## src/rtl/multicycle_chunk_adder_pkg.sv

```systemverilog
// Shared definitions for the multi-cycle chunked adder: FSM state type and
// the ceiling-log2 helper used to size the chunk counter.
package multicycle_chunk_adder_pkg;

  typedef enum logic [1:0] {
    ST_IDLE = 2'd0,
    ST_RUN  = 2'd1,
    ST_DONE = 2'd2
  } state_t;

  function automatic int unsigned clog2(input int unsigned v);
    int unsigned r;
    int unsigned x;
    r = 0;
    x = 1;
    while (x < v) begin
      x = x << 1;
      r = r + 1;
    end
    return r;
  endfunction

endpackage

```

## src/rtl/multicycle_chunk_adder_if.sv

```systemverilog
// Operand/result handshake bundle for multicycle_chunk_adder.
interface multicycle_chunk_adder_if #(
  parameter int unsigned WIDTH = 16
);
  logic             in_valid;
  logic             in_ready;
  logic [WIDTH-1:0] a;
  logic [WIDTH-1:0] b;
  logic             cin;
  logic             sub;
  logic             out_valid;
  logic             out_ready;
  logic [WIDTH-1:0] sum;
  logic             cout;
  logic             overflow;

  modport master (
    output in_valid, a, b, cin, sub, out_ready,
    input  in_ready, out_valid, sum, cout, overflow
  );

  modport slave (
    input  in_valid, a, b, cin, sub, out_ready,
    output in_ready, out_valid, sum, cout, overflow
  );
endinterface

```

## src/rtl/multicycle_chunk_adder_slice.sv

```systemverilog
// CHUNK-wide ripple slice built from 1-bit full adders; also exposes the
// carry into its MSB so the top can derive signed overflow.
module full_adder (
  input  logic a,
  input  logic b,
  input  logic cin,
  output logic sum,
  output logic cout
);
  assign sum  = a ^ b ^ cin;
  assign cout = (a & b) | (cin & (a ^ b));
endmodule

module chunk_ripple_adder #(
  parameter int unsigned W = 4
) (
  input  logic [W-1:0] a,
  input  logic [W-1:0] b,
  input  logic         cin,
  output logic [W-1:0] sum,
  output logic         cout,
  output logic         c_msb_in
);
  logic [W:0] w_c;

  assign w_c[0] = cin;

  for (genvar g = 0; g < W; g++) begin : g_fa
    full_adder u_fa (
      .a   (a[g]),
      .b   (b[g]),
      .cin (w_c[g]),
      .sum (sum[g]),
      .cout(w_c[g+1])
    );
  end

  assign cout     = w_c[W];
  assign c_msb_in = w_c[W-1];
endmodule

```

## src/rtl/multicycle_chunk_adder.sv

```systemverilog
// Multi-cycle adder/subtractor: processes CHUNK bits per clock through one
// ripple slice, carrying between cycles, with valid/ready on both sides.
module multicycle_chunk_adder
  import multicycle_chunk_adder_pkg::*;
#(
  parameter int unsigned WIDTH = 16,
  parameter int unsigned CHUNK = 4
) (
  input logic                  clk,
  input logic                  rst,
  multicycle_chunk_adder_if.slave bus
);
  localparam int unsigned NCH = WIDTH / CHUNK;
  localparam int unsigned CW  = (NCH > 1) ? clog2(NCH) : 1;

  state_t           r_state;
  state_t           w_state_next;
  logic [CW-1:0]    r_cnt;
  logic [WIDTH-1:0] r_a;
  logic [WIDTH-1:0] r_b;
  logic             r_carry;
  logic [WIDTH-1:0] r_acc;
  logic [WIDTH-1:0] r_sum;
  logic             r_cout;
  logic             r_ovf;

  logic             w_in_ready;
  logic             w_out_valid;
  logic             w_last;
  logic [CHUNK-1:0] w_slice_sum;
  logic             w_slice_cout;
  logic             w_slice_cmsb;
  logic [WIDTH-1:0] w_slice_ext;
  logic [WIDTH-1:0] w_acc_next;

  chunk_ripple_adder #(.W(CHUNK)) u_slice (
    .a       (r_a[CHUNK-1:0]),
    .b       (r_b[CHUNK-1:0]),
    .cin     (r_carry),
    .sum     (w_slice_sum),
    .cout    (w_slice_cout),
    .c_msb_in(w_slice_cmsb)
  );

  assign w_last      = (r_cnt == CW'(NCH - 1));
  assign w_slice_ext = WIDTH'(w_slice_sum);
  // Shift-based fill stays legal when CHUNK == WIDTH (no zero-width slices).
  assign w_acc_next  = (r_acc >> CHUNK) | (w_slice_ext << (WIDTH - CHUNK));

  always_ff @(posedge clk or posedge rst) begin
    if (rst) r_state <= ST_IDLE;
    else     r_state <= w_state_next;
  end

  always_comb begin
    w_state_next = r_state;
    w_in_ready   = 1'b0;
    w_out_valid  = 1'b0;
    unique case (r_state)
      ST_IDLE: begin
        w_in_ready = 1'b1;
        if (bus.in_valid) w_state_next = ST_RUN;
      end
      ST_RUN: begin
        if (w_last) w_state_next = ST_DONE;
      end
      ST_DONE: begin
        w_out_valid = 1'b1;
        if (bus.out_ready) w_state_next = ST_IDLE;
      end
      default: w_state_next = ST_IDLE;
    endcase
  end

  // r_acc gathers slices during RUN; visible results (r_sum/r_cout/r_ovf)
  // update only on the edge into DONE so they hold through IDLE and RUN.
  always_ff @(posedge clk or posedge rst) begin
    if (rst) begin
      r_cnt   <= '0;
      r_a     <= '0;
      r_b     <= '0;
      r_carry <= 1'b0;
      r_acc   <= '0;
      r_sum   <= '0;
      r_cout  <= 1'b0;
      r_ovf   <= 1'b0;
    end else begin
      if (r_state == ST_IDLE && bus.in_valid) begin
        r_a     <= bus.a;
        r_b     <= bus.sub ? ~bus.b : bus.b;
        r_carry <= bus.sub | bus.cin;
        r_cnt   <= '0;
      end else if (r_state == ST_RUN) begin
        r_a     <= r_a >> CHUNK;
        r_b     <= r_b >> CHUNK;
        r_carry <= w_slice_cout;
        r_acc   <= w_acc_next;
        if (w_last) begin
          r_sum  <= w_acc_next;
          r_cout <= w_slice_cout;
          r_ovf  <= w_slice_cmsb ^ w_slice_cout;
        end else begin
          r_cnt <= r_cnt + 1'b1;
        end
      end
    end
  end

  assign bus.in_ready  = w_in_ready;
  assign bus.out_valid = w_out_valid;
  assign bus.sum       = r_sum;
  assign bus.cout      = r_cout;
  assign bus.overflow  = r_ovf;
endmodule

```

## src/flat_wrapper.sv

```systemverilog
// flat-port wrapper written by rule: the top's interface ports become plain ports
module multicycle_chunk_adder_flat import multicycle_chunk_adder_pkg::*;
#(
  parameter int unsigned WIDTH = 16,
  parameter int unsigned CHUNK = 4
)
  (clk, rst, bus_in_valid, bus_a, bus_b, bus_cin, bus_sub, bus_out_ready, bus_in_ready, bus_out_valid, bus_sum, bus_cout, bus_overflow);
  multicycle_chunk_adder_if #(.WIDTH(WIDTH)) bus_i ();
  input logic clk;
  input logic rst;
  input wire logic [$bits(bus_i.in_valid)-1:0] bus_in_valid;
  input wire logic [$bits(bus_i.a)-1:0] bus_a;
  input wire logic [$bits(bus_i.b)-1:0] bus_b;
  input wire logic [$bits(bus_i.cin)-1:0] bus_cin;
  input wire logic [$bits(bus_i.sub)-1:0] bus_sub;
  input wire logic [$bits(bus_i.out_ready)-1:0] bus_out_ready;
  output wire logic [$bits(bus_i.in_ready)-1:0] bus_in_ready;
  output wire logic [$bits(bus_i.out_valid)-1:0] bus_out_valid;
  output wire logic [$bits(bus_i.sum)-1:0] bus_sum;
  output wire logic [$bits(bus_i.cout)-1:0] bus_cout;
  output wire logic [$bits(bus_i.overflow)-1:0] bus_overflow;
  assign bus_i.in_valid = bus_in_valid;
  assign bus_i.a = bus_a;
  assign bus_i.b = bus_b;
  assign bus_i.cin = bus_cin;
  assign bus_i.sub = bus_sub;
  assign bus_i.out_ready = bus_out_ready;
  assign bus_in_ready = bus_i.in_ready;
  assign bus_out_valid = bus_i.out_valid;
  assign bus_sum = bus_i.sum;
  assign bus_cout = bus_i.cout;
  assign bus_overflow = bus_i.overflow;
  multicycle_chunk_adder #(.WIDTH(WIDTH), .CHUNK(CHUNK)) u_core (.clk(clk), .rst(rst), .bus(bus_i));
endmodule
```

## config.mk

```make
export PLATFORM = sky130hd
export DESIGN_NAME = multicycle_chunk_adder_flat
export DESIGN_NICKNAME = d
export VERILOG_FILES = /design/src/rtl/multicycle_chunk_adder_pkg.sv /design/src/rtl/multicycle_chunk_adder_if.sv /design/src/rtl/multicycle_chunk_adder_slice.sv /design/src/rtl/multicycle_chunk_adder.sv /design/src/flat_wrapper.sv
export SDC_FILE = /design/constraint.sdc
export NUM_CORES = 1
export LEC_CHECK = 0
export ABC_AREA = 1
export CORE_MARGIN = 8
export CORE_UTILIZATION = 60
export CTS_CLUSTER_DIAMETER = 60
export DETAILED_ROUTE_END_ITERATION = 12
export DONT_BUFFER_PORTS = 1
export PLACE_DENSITY = 0.87
export SYNTH_ARGS = -nofsm -noshare
export SYNTH_HDL_FRONTEND = slang
export SYNTH_SLANG_ARGS = --single-unit
export TNS_END_PERCENT = 100
```

## constraint.sdc

```tcl
create_clock -name clk -period 6.8 [get_ports clk]
set_clock_uncertainty 0.2 [all_clocks]
set_input_delay 1.36 -clock clk [delete_from_list [all_inputs] [get_ports clk]]
set_output_delay 1.36 -clock clk [all_outputs]
set_load 0.01 [all_outputs]
```

Yosys cells after proc, flatten, opt, wreduce, memory -nomap -nowiden
Cells that the tools add are included.

Output and inout port bits: 20. Bits in registers: 71. Bits of input ports: 38.

Eq/ne operators: 7. Reduce and logical (&&, ||, !) cells: 7. Bitwise operators: 25. Add/sub/neg operators: 1. Mux-type cells: 16.

Operator list (number): $mux W16 (5); $not A16 Y16 (1); $or A12 B16 Y16 (1); $mux W2 (6); $xor A1 B1 Y1 (9); $and A1 B1 Y1 (8); $ne A2 B2 Y1 const B (3); $pmux W2 S3 (1); $reduce_and A3 Y1 (2); $or A1 B1 Y1 (5); $eq A2 B2 Y1 const B (2); $mux W1 (4); $reduce_and A2 Y1 (2); $add A2 B1 Y2 const B (1); $eq A2 B1 Y1 const B (1); $logic_not A2 Y1 (1); $ne A2 B1 Y1 const B (1); $reduce_bool A2 Y1 (1); $logic_and A1 B1 Y1 (1); $not A1 Y1 (1).

Longest topological paths before layout
Gate-level depths: netlist of the first run.

Depth in word-level cells: 11. Depth in mapped cells: 9. Depth with buffers taken out: 9.

Hierarchy
From an unflattened synthesis of the first run, not the netlist that was laid out.

Cell total of the unflattened synthesis: 372. Area, all modules: 3205.6 um^2.

Modules (own cells, without submodules): multicycle_chunk_adder (seq. area each 1676.6 um^2, times used 1, area each 3125.5 um^2, cells an instance 368); full_adder (seq. area each 0.0 um^2, times used 4, area each 20.0 um^2, cells an instance 1).

Worst setup path before layout of the first run
No wires, ideal clock.

Kind: register to register. From: register u_core.r_b[0]. To: register u_core.r_acc[15]. Slack: 4.446 ns. Clock period less this slack: 2.354 ns. Data required time: 6.517 ns. Data arrival time: 2.072 ns. Stages on the path, launching flop included: 9. Cells stage by stage: dfrtp_1 > fa_1 > inv_1 > fa_1 > inv_1 > fa_1 > inv_1 > fa_1 > o21ai_0.

Longest elaborated chain between the ends: 9.

Ends and longest elaborated chain: from (decl) (RTL line multicycle_chunk_adder.sv:20) `logic [WIDTH-1:0] r_b;`; from (signal assigned) (RTL line multicycle_chunk_adder.sv:90) `r_b <= bus.sub ? ~bus.b : bus.b;`; from (signal assigned) (RTL line multicycle_chunk_adder.sv:95) `r_b <= r_b >> CHUNK;`; $xor A1 B1 Y1 (RTL line multicycle_chunk_adder_slice.sv:11) `assign cout = (a & b) | (cin & (a ^ b));`; $and A1 B1 Y1 (RTL line multicycle_chunk_adder_slice.sv:11); $or A1 B1 Y1 (*) (RTL line multicycle_chunk_adder_slice.sv:11); $and A1 B1 Y1 (*) (RTL line multicycle_chunk_adder_slice.sv:11); $or A1 B1 Y1 (*) (RTL line multicycle_chunk_adder_slice.sv:11); $and A1 B1 Y1 (*) (RTL line multicycle_chunk_adder_slice.sv:11); $or A1 B1 Y1 (*) (RTL line multicycle_chunk_adder_slice.sv:11); $xor A1 B1 Y1 (*) (RTL line multicycle_chunk_adder_slice.sv:10) `assign sum = a ^ b ^ cin;`; $or A12 B16 Y16 (*) (RTL line multicycle_chunk_adder.sv:48) `assign w_acc_next = (r_acc >> CHUNK) | (w_slice_ext << (WIDTH - CHUNK));`; to (signal assigned) (RTL line multicycle_chunk_adder.sv:97) `r_acc <= w_acc_next;`; to (decl) (RTL line multicycle_chunk_adder.sv:22) `logic [WIDTH-1:0] r_acc;`.

Mark *: on every way between the ends. The rest lies on a longest branch, timed or not. A chain may end at the register's enable or synchronous reset.

Worst setup path after layout of the first run
From: register u_core.r_state[0]. To: output bus_out_valid.

Longest elaborated chain between the ends: 2.

Ends and longest elaborated chain: from (decl) (RTL line multicycle_chunk_adder.sv:16) `state_t r_state;`; from (signal assigned) (RTL line multicycle_chunk_adder.sv:52) `else r_state <= w_state_next;`; $eq A2 B2 Y1 (RTL line multicycle_chunk_adder.sv:59) `unique case (r_state)`; $mux W1 (RTL line multicycle_chunk_adder.sv:59); to (decl) (RTL line flat_wrapper.sv:18) `output wire logic [$bits(bus_i.out_valid)-1:0] bus_out_valid;`.

Every way passes these cells.

==> results of run 1 <==
## routing by layer
layer / track usage [%] / routed length [um] / vias to the layer above
li1: - / - / 1162
met1: 20.00 / 2499 / 1104
met2: 29.97 / 3108 / 72
met3: 5.974 / 637 / 12
met4: 10.42 / 131 / 0
met5: 0 / 0 / -
## registers in the layout, summed over array words and instances, names as in the netlist, 2 cells and up
name,cells
u_core.bus.sum,16
u_core.r_a,16
u_core.r_acc,12
u_core.r_b,16
u_core.r_cnt,2
u_core.r_state,2
## how the worst max path moves through the flow
stage	startpoint	end	slack, ps	depth (start not counted)
floorplan	rst	u_core.bus.cout	3560	1
global placement	bus_in_valid	u_core.r_b[1]	4040	5
detailed placement	bus_in_valid	u_core.r_b[6]	3940	5
CTS	u_core.r_state[0]	bus_out_valid	3970	1
global route	u_core.r_state[0]	bus_out_valid	3920	1
finish	u_core.r_state[0]	bus_out_valid	3990	1
## cell type report
class | count | area (um^2)
multi-input cells | 262 | 1269
flip-flops and latches | 67 | 1677
inverters | 39 | 151.4
well taps | 70 | 87.58
fillers | 439 | 1808
clock buffers | 14 | 162.7
clock inverters | 2 | 10.01
repair buffers | 1 | 7.507
## metrics by stage
step	setup WS [ps]	utilization, %
after floorplan	3557	-
after global placement	4038	61.71
after detailed placement	3943	61.71
after CTS	3972	65.05
after global routing	3917	65.05
final	3990	65.05
## cell families (layout without fill, tap and decap cells)
kind of cell	after synthesis	in the layout	share of synthesized area [%]
AOI/OAI and AO/OA	32	32	6.878
xor gates and xnor gates	5	5	1.352
adders and majority gates	5	5	2.859
buffers and inverters	57	56	9.119
DFF	67	67	51.78
and+or+nand+nor	220	220	28.01
## where the power goes
group          switching (W)  total (W)  internal [W]
logic               0.000362   0.000554      0.000192
registers           0.000147   0.000720      0.000573
clock network       0.000142   0.000293      0.000151
total               0.000651    0.00157      0.000917
## placed cells by master (no fill, tap or decap)
cell / Yosys / layout
sky130_fd_sc_hd__xnor2_1: 4 / 4
sky130_fd_sc_hd__or2_2: 2 / 2
sky130_fd_sc_hd__clkbuf_1: 1 / 3
sky130_fd_sc_hd__nand2_4: 3 / 3
sky130_fd_sc_hd__nor2_2: 0 / 1
sky130_fd_sc_hd__clkinv_2: 0 / 2
sky130_fd_sc_hd__ha_1: 1 / 1
sky130_fd_sc_hd__inv_2: 1 / 2
sky130_fd_sc_hd__buf_4: 2 / 1
sky130_fd_sc_hd__o31ai_1: 1 / 1
sky130_fd_sc_hd__fa_1: 4 / 4
sky130_fd_sc_hd__o21ai_1: 4 / 4
sky130_fd_sc_hd__o21ai_4: 1 / 1
sky130_fd_sc_hd__clkbuf_8: 0 / 11
sky130_fd_sc_hd__o21ai_2: 13 / 13
sky130_fd_sc_hd__nor2_4: 1 / 1
sky130_fd_sc_hd__nand2_1: 180 / 180
sky130_fd_sc_hd__inv_1: 37 / 36
sky130_fd_sc_hd__inv_6: 1 / 1
sky130_fd_sc_hd__xor2_1: 1 / 1
sky130_fd_sc_hd__dfrtp_1: 67 / 67
sky130_fd_sc_hd__nand2_2: 5 / 5
sky130_fd_sc_hd__o21ai_0: 13 / 13
sky130_fd_sc_hd__nor2_1: 2 / 1
sky130_fd_sc_hd__nand3_1: 27 / 27
## synth_stat cells
cell,instances
sky130_fd_sc_hd__buf_4,2
sky130_fd_sc_hd__nand2_1,180
sky130_fd_sc_hd__inv_2,1
sky130_fd_sc_hd__nor2_4,1
sky130_fd_sc_hd__or2_2,2
sky130_fd_sc_hd__o21ai_1,4
sky130_fd_sc_hd__ha_1,1
sky130_fd_sc_hd__nand3_1,27
sky130_fd_sc_hd__nand2_4,3
sky130_fd_sc_hd__xor2_1,1
sky130_fd_sc_hd__o21ai_0,13
sky130_fd_sc_hd__fa_1,4
sky130_fd_sc_hd__clkbuf_1,1
sky130_fd_sc_hd__inv_1,37
sky130_fd_sc_hd__buf_6,8
sky130_fd_sc_hd__inv_6,1
sky130_fd_sc_hd__nand2_2,5
sky130_fd_sc_hd__o21ai_4,1
sky130_fd_sc_hd__nor2_1,2
sky130_fd_sc_hd__buf_2,7
sky130_fd_sc_hd__o21ai_2,13
sky130_fd_sc_hd__xnor2_1,4
sky130_fd_sc_hd__o31ai_1,1
sky130_fd_sc_hd__dfrtp_1,67
==> results.txt, run 1 <==
----------------------------------------------------
[Power and ir drop]
  Power, Total ... 0.001567 W
  Worst vdd rail ir drop ... 0.2104 mV
  Total leakage power ... 1.791 nW
  Areal power density over the cells ... 465.8 nW/um^2

[Floorplanning]
  Number of placed I/O pins ... 58
  Site row count ... 26
  DIE AREA ... 8004 um^2
  Chip width ... 89.47 um
  Die Ht ... 89.47 um
  Initial Utilization ... 62.60%
  Core footprint ... 5172 um^2

[Clock tree]
  Worst skew pair latency ... 350 ps
  Clock Tree Buf Depth ... 2
  Clock-pin slew on the worst setup and hold paths ... 60 ps
  Post-CTS Hold Buffers ... 0
  # clock sinks ... 67
  Root buffer cell ... sky130_fd_sc_hd__clkbuf_8
  CTS tree ... done
  Number of gates resized after CTS ... 0
  Number of setup buffers added after CTS ... 0
  Number of buffers added by the clock tree synthesis step ... 9
  Number of H-tree branching levels ... 3

[Drt]
  Post-Route WL ... 6.376 mm
  Detail-routed net length per standard cell ... 14.01 um
  Routed via count divided by cell count ... 5.165
  DRC violation count after routing ... 0
  Number of search-and-repair iterations in the first detailed-routing pass ... 4
  Number of DRC markers after the initial detailed-route iteration ... 89
  Routed vias ... 2350
  Final ANT Viol Nets ... 0

[Timing]
  Hold Vio Cnt, Final ... 0
  Post-Route Hold Slack ... 278.9 ps
  Period Utilization, post-route ... 41.33%
  Rel. slew slack ... 29.96%
  Setup repair after global routing missed its margin ... false
  Final-report setup violation count ... 0
  Fmax ... 0.3558 GHz
  Final setup TNS ... 0 ps
  Final critical path time including I/O delays and setup ... 2810 ps
  Max-slew violation count ... 0
  Worst Tran Pin Value ... 1049 ps

[Setup path]
  Master of the slowest instance on the critical path ... sky130_fd_sc_hd__dfrtp_1
  Flop2flop setup slack ... 4250 ps
  Crit path max fanout ... 13
  Total buffers and inverters traversed by the critical path ... 0
  Worst Path Required ... 5240 ps
  Cell family with the largest share of critical-path delay ... flip-flops
  Ordered list of cells on the worst path ... nor2_1
  FF-to-FF Start ... u_core.r_b[0]
  Capturing point of the worst reg2reg path ... u_core.r_acc[15]
  Kind of end point of the critical path ... output port
  Worst-case reg-to-reg path depth ... 8
  Largest stage delay on the critical path ... 720 ps
  Critical Path AT ... 1250 ps
  Type of element launching the critical path ... register
  WS Path Type ... reg -> out

[Yosys]
  Post-synthesis instance area ... 3238 um^2
  Synthesized area divided by synthesized cell count ... 8.389 um^2
  Sequential area share after synthesis ... 51.78%
  Number of instances in the synthesized netlist ... 386
  Leading cell types by total area after synthesis ... sky130_fd_sc_hd__dfrtp_1 (52%), sky130_fd_sc_hd__nand2_1 (21%), sky130_fd_sc_hd__inv_1 (4.3%), sky130_fd_sc_hd__nand3_1 (4.2%), sky130_fd_sc_hd__o21ai_2 (3.5%)
  Area fraction of the dominant cell type after synthesis ... 51.78%
  Number of warnings reported in the yosys synthesis log ... 0
  Number of synthesized register bits ... 67
  Dominant cell type by area after synthesis ... sky130_fd_sc_hd__dfrtp_1
  Syn Nets ... 429
  Post-synth cell types ... 24

[Placement]
  Final weighted congestion in routability-driven placement ... 0.7811
  Port buffer count ... 0
  Cell Count Post-Placement ... 439
  Placed inst area ... 3192 um^2
  HPWL after DPL ... 4.340 mm

[GRT]
  Number of global-route vias before repair ... 2410
  Wire length of the first global-routing pass ... 10.82 mm
  Maximum number of pins on one net before global-route repair ... 68
  Number of antenna violations at the first check in global routing ... 0
  Overflow left after global routing ... 0
  Combined global-route utilization of all metal layers ... 18.11%

[Finish]
  Count of inserted antenna diode cells ... 0
  Final Non-Filler Cells ... 455
  Synthesis-to-finish area growth ... 3.903%
  Fraction of final layout cells with drive strength greater than 1 ... 11.17%
  Final design instance area without fill ... 3364 um^2
  Final-stage net count ... 423

[Worst hold path]
  Cell depth of the worst min-delay path ... 2
  Hold worst-path end ... u_core.r_a[13]
  Worst hold path startpoint ... u_core.r_a[13]
  Worst hold path class ... reg -> reg

[Run]
  Max Cap Violations ... 0

[Status]
  Status ... finished, final reports clean

----------------------------------------------------
No activity file was read; power rests on OpenSTA's default activity.
==> run 2: changes to the inputs <==
CORE_UTILIZATION = 57   (was 60)
PLACE_DENSITY = 0.86   (was 0.87)
clock period = 2.4 ns   (was 6.8 ns; I/O delays follow)
==> results.txt, run 2 (synthesis results as in run 1) <==
----------------------------------------------------
[Drt]
  DRC violation count after routing ... 0 (unchanged)
  Routed vias ... 2296 (-2.3%)
  Number of DRC markers after the initial detailed-route iteration ... 119 (+34%)
  Post-Route WL ... 6.224 mm (-2.4%)
  Routed via count divided by cell count ... 4.948 (-4.2%)
  Detail-routed net length per standard cell ... 13.41 um (-4.3%)
  Number of search-and-repair iterations in the first detailed-routing pass ... 4 (unchanged)
  Final ANT Viol Nets ... 0 (unchanged)

[Floorplanning]
  Die Ht ... 91.37 um (+2.1%)
  Site row count ... 27 (+3.8%)
  Chip width ... 91.37 um (+2.1%)
  DIE AREA ... 8348 um^2 (+4.3%)
  Number of placed I/O pins ... 58 (unchanged)
  Initial Utilization ... 58.80% (-3.8 points)
  Core footprint ... 5507 um^2 (+6.5%)

[GRT]
  Combined global-route utilization of all metal layers ... 15.75% (-2.4 points)
  Wire length of the first global-routing pass ... 10.60 mm (-2.0%)
  Maximum number of pins on one net before global-route repair ... 46 (-32%)
  Number of global-route vias before repair ... 2288 (-5.1%)
  Overflow left after global routing ... 0 (unchanged)
  Number of antenna violations at the first check in global routing ... 0 (unchanged)

[Placement]
  Cell Count Post-Placement ... 445 (+1.4%)
  HPWL after DPL ... 4.259 mm (-1.9%)
  Final weighted congestion in routability-driven placement ... 0.7764 (-0.60%)
  Port buffer count ... 0 (unchanged)

[Timing]
  Final critical path time including I/O delays and setup ... 2363 ps
  Rel. slew slack ... 59.84% (+30 points)
  Hold Vio Cnt, Final ... 0 (unchanged)
  Worst Tran Pin Value ... 602.4 ps (-447.0 ps)
  Max-slew violation count ... 0 (unchanged)
  Post-Route Hold Slack ... 38.13 ps (-240.8 ps)
  Final setup TNS ... 0 ps (unchanged)
  Final-report setup violation count ... 0 (unchanged)
  Period Utilization, post-route ... 98.46%
  Fmax ... 0.4232 GHz
  Setup repair after global routing missed its margin ... true

[Setup path]
  Total buffers and inverters traversed by the critical path ... 3 (+3)
  WS Path Type ... reg -> reg
  Cell family with the largest share of critical-path delay ... adder cells
  Cell mode on critical path ... sky130_fd_sc_hd__fa_2
  Largest stage delay on the critical path ... 430 ps (-290 ps)
  Kind of end point of the critical path ... register
  Ordered list of cells on the worst path ... fa_2, inv_2, fa_2, inv_2, fa_2, inv_2, fa_2, o21ai_2
  Master of the slowest instance on the critical path ... sky130_fd_sc_hd__fa_2
  Worst Path Required ... 2460 ps (-2780 ps)
  Crit path max fanout ... 2 (-11)
  Critical Path AT ... 2420 ps (+1170 ps)
  Type of element launching the critical path ... register

[Clock tree]
  Number of H-tree branching levels ... 3 (unchanged)
  Number of buffers added by the clock tree synthesis step ... 9 (unchanged)
  Worst skew pair latency ... 340 ps (about the same)
  # clock sinks ... 67 (unchanged)
  Clock Tree Buf Depth ... 2 (unchanged)
  Clock-pin slew on the worst setup and hold paths ... 70 ps (about the same)
  CTS tree ... done
  Root buffer cell ... sky130_fd_sc_hd__clkbuf_8

[Finish]
  Most common cell after layout, fill and taps aside ... sky130_fd_sc_hd__nand2_1
  Most used cells in the layout excluding fill and tap cells ... sky130_fd_sc_hd__nand2_1 (180), sky130_fd_sc_hd__dfrtp_1 (67), sky130_fd_sc_hd__inv_1 (33), sky130_fd_sc_hd__nand3_1 (26), sky130_fd_sc_hd__o21ai_2 (14)
  Final-stage net count ... 430 (+1.7%)
  Final core utilization ... 62.74% (-2.3 points)
  Synthesis-to-finish area growth ... 6.685%
  Final Non-Filler Cells ... 464 (+2.0%)
  Filler cell count ... 493 (+12%)
  Count of inserted antenna diode cells ... 0 (unchanged)
  Fraction of final layout cells with drive strength greater than 1 ... 15.05% (+3.9 points)

[Power and ir drop]
  Total leakage power ... 1.828 nW (+2.0%)
  Worst vdd rail ir drop ... 0.5476 mV (+160%)
  Power, Total ... 0.004547 W (+190%)
  Areal power density over the cells ... 1316 nW/um^2 (+180%)

[Worst hold path]
  Worst hold path class ... in -> reg

[Run]
  Max Cap Violations ... 0 (unchanged)

[Status]
  Status ... finished, final reports clean

----------------------------------------------------
## run 2: cell count changes in the layout (fill, tap and decap cells not counted), sizes merged
cell         before  now
clkbuf           14   12
clkinv            2    3
buf               1    7
clkinvlp          0    1
dlygate4sd3       0    1
## run 2: worst paths after layout
path / cells past startpoint / start / slack [ps] / to
worst min-delay path: 1 / bus_out_ready / 40 / u_core.r_state[1]
max in group asynchronous: 3 / rst / 970 / u_core.r_carry
worst max register to register: 8 / u_core.r_b[0] / 40 / u_core.bus.sum[15]
min in group asynchronous: 2 / rst / 420 / u_core.bus.sum[3]
worst min register to register: 2 / u_core.r_acc[5] / 270 / u_core.bus.sum[1]
worst max-delay path: 8 / u_core.r_b[0] / 40 / u_core.bus.sum[15]
## run 2: power by group
part	switching (W)	total [W]	internal, W	leakage [nW]
Combinational	0.00107	0.00171	0.000645	0.883
Sequential	0.000404	0.00203	0.00162	0.858
Clock	0.000407	0.000809	0.000402	0.0863
## run 2: layer usage
metal / GRT usage (%) / up-vias / wire (um)
li1: - / 1175 / -
met4: 4.093 / 0 / 33
met2: 25.57 / 68 / 3020
met5: 0 / - / 0
met3: 8.066 / 4 / 544
met1: 17.93 / 1049 / 2625
## run 2: area by class of cell
| type | count | area (um^2) | share of cell area, % |
|---|---|---|---|
| inverter | 39 | 151.4 | 4.382 |
| timing repair buffer | 8 | 75.07 | 2.173 |
| tap | 72 | 90.09 | 2.608 |
| clock buffer | 12 | 145.1 | 4.201 |
| sequential | 67 | 1677 | 48.53 |
| clock inverter | 4 | 26.28 | 0.7606 |
| multi-input combinational | 262 | 1290 | 37.34 |
## run 2: what timing repair did
item / CTS / global route
endpoints found under the setup margin: 4 / 4
hold buffers: 1 / 0
setup buffers: 1 / 1
endpoints found under the hold margin: 22 / 0
pin swaps: 0 / 5
resized for setup: 3 / 8
## run 2: through the flow
step	worst slack, ps	area [um^2]
floorplan	36.84	3238
global placement	10.46	3237
detailed placement	-54.41	3237
CTS	8.801	3431
global route	-33.44	3455
finish	36.94	3455
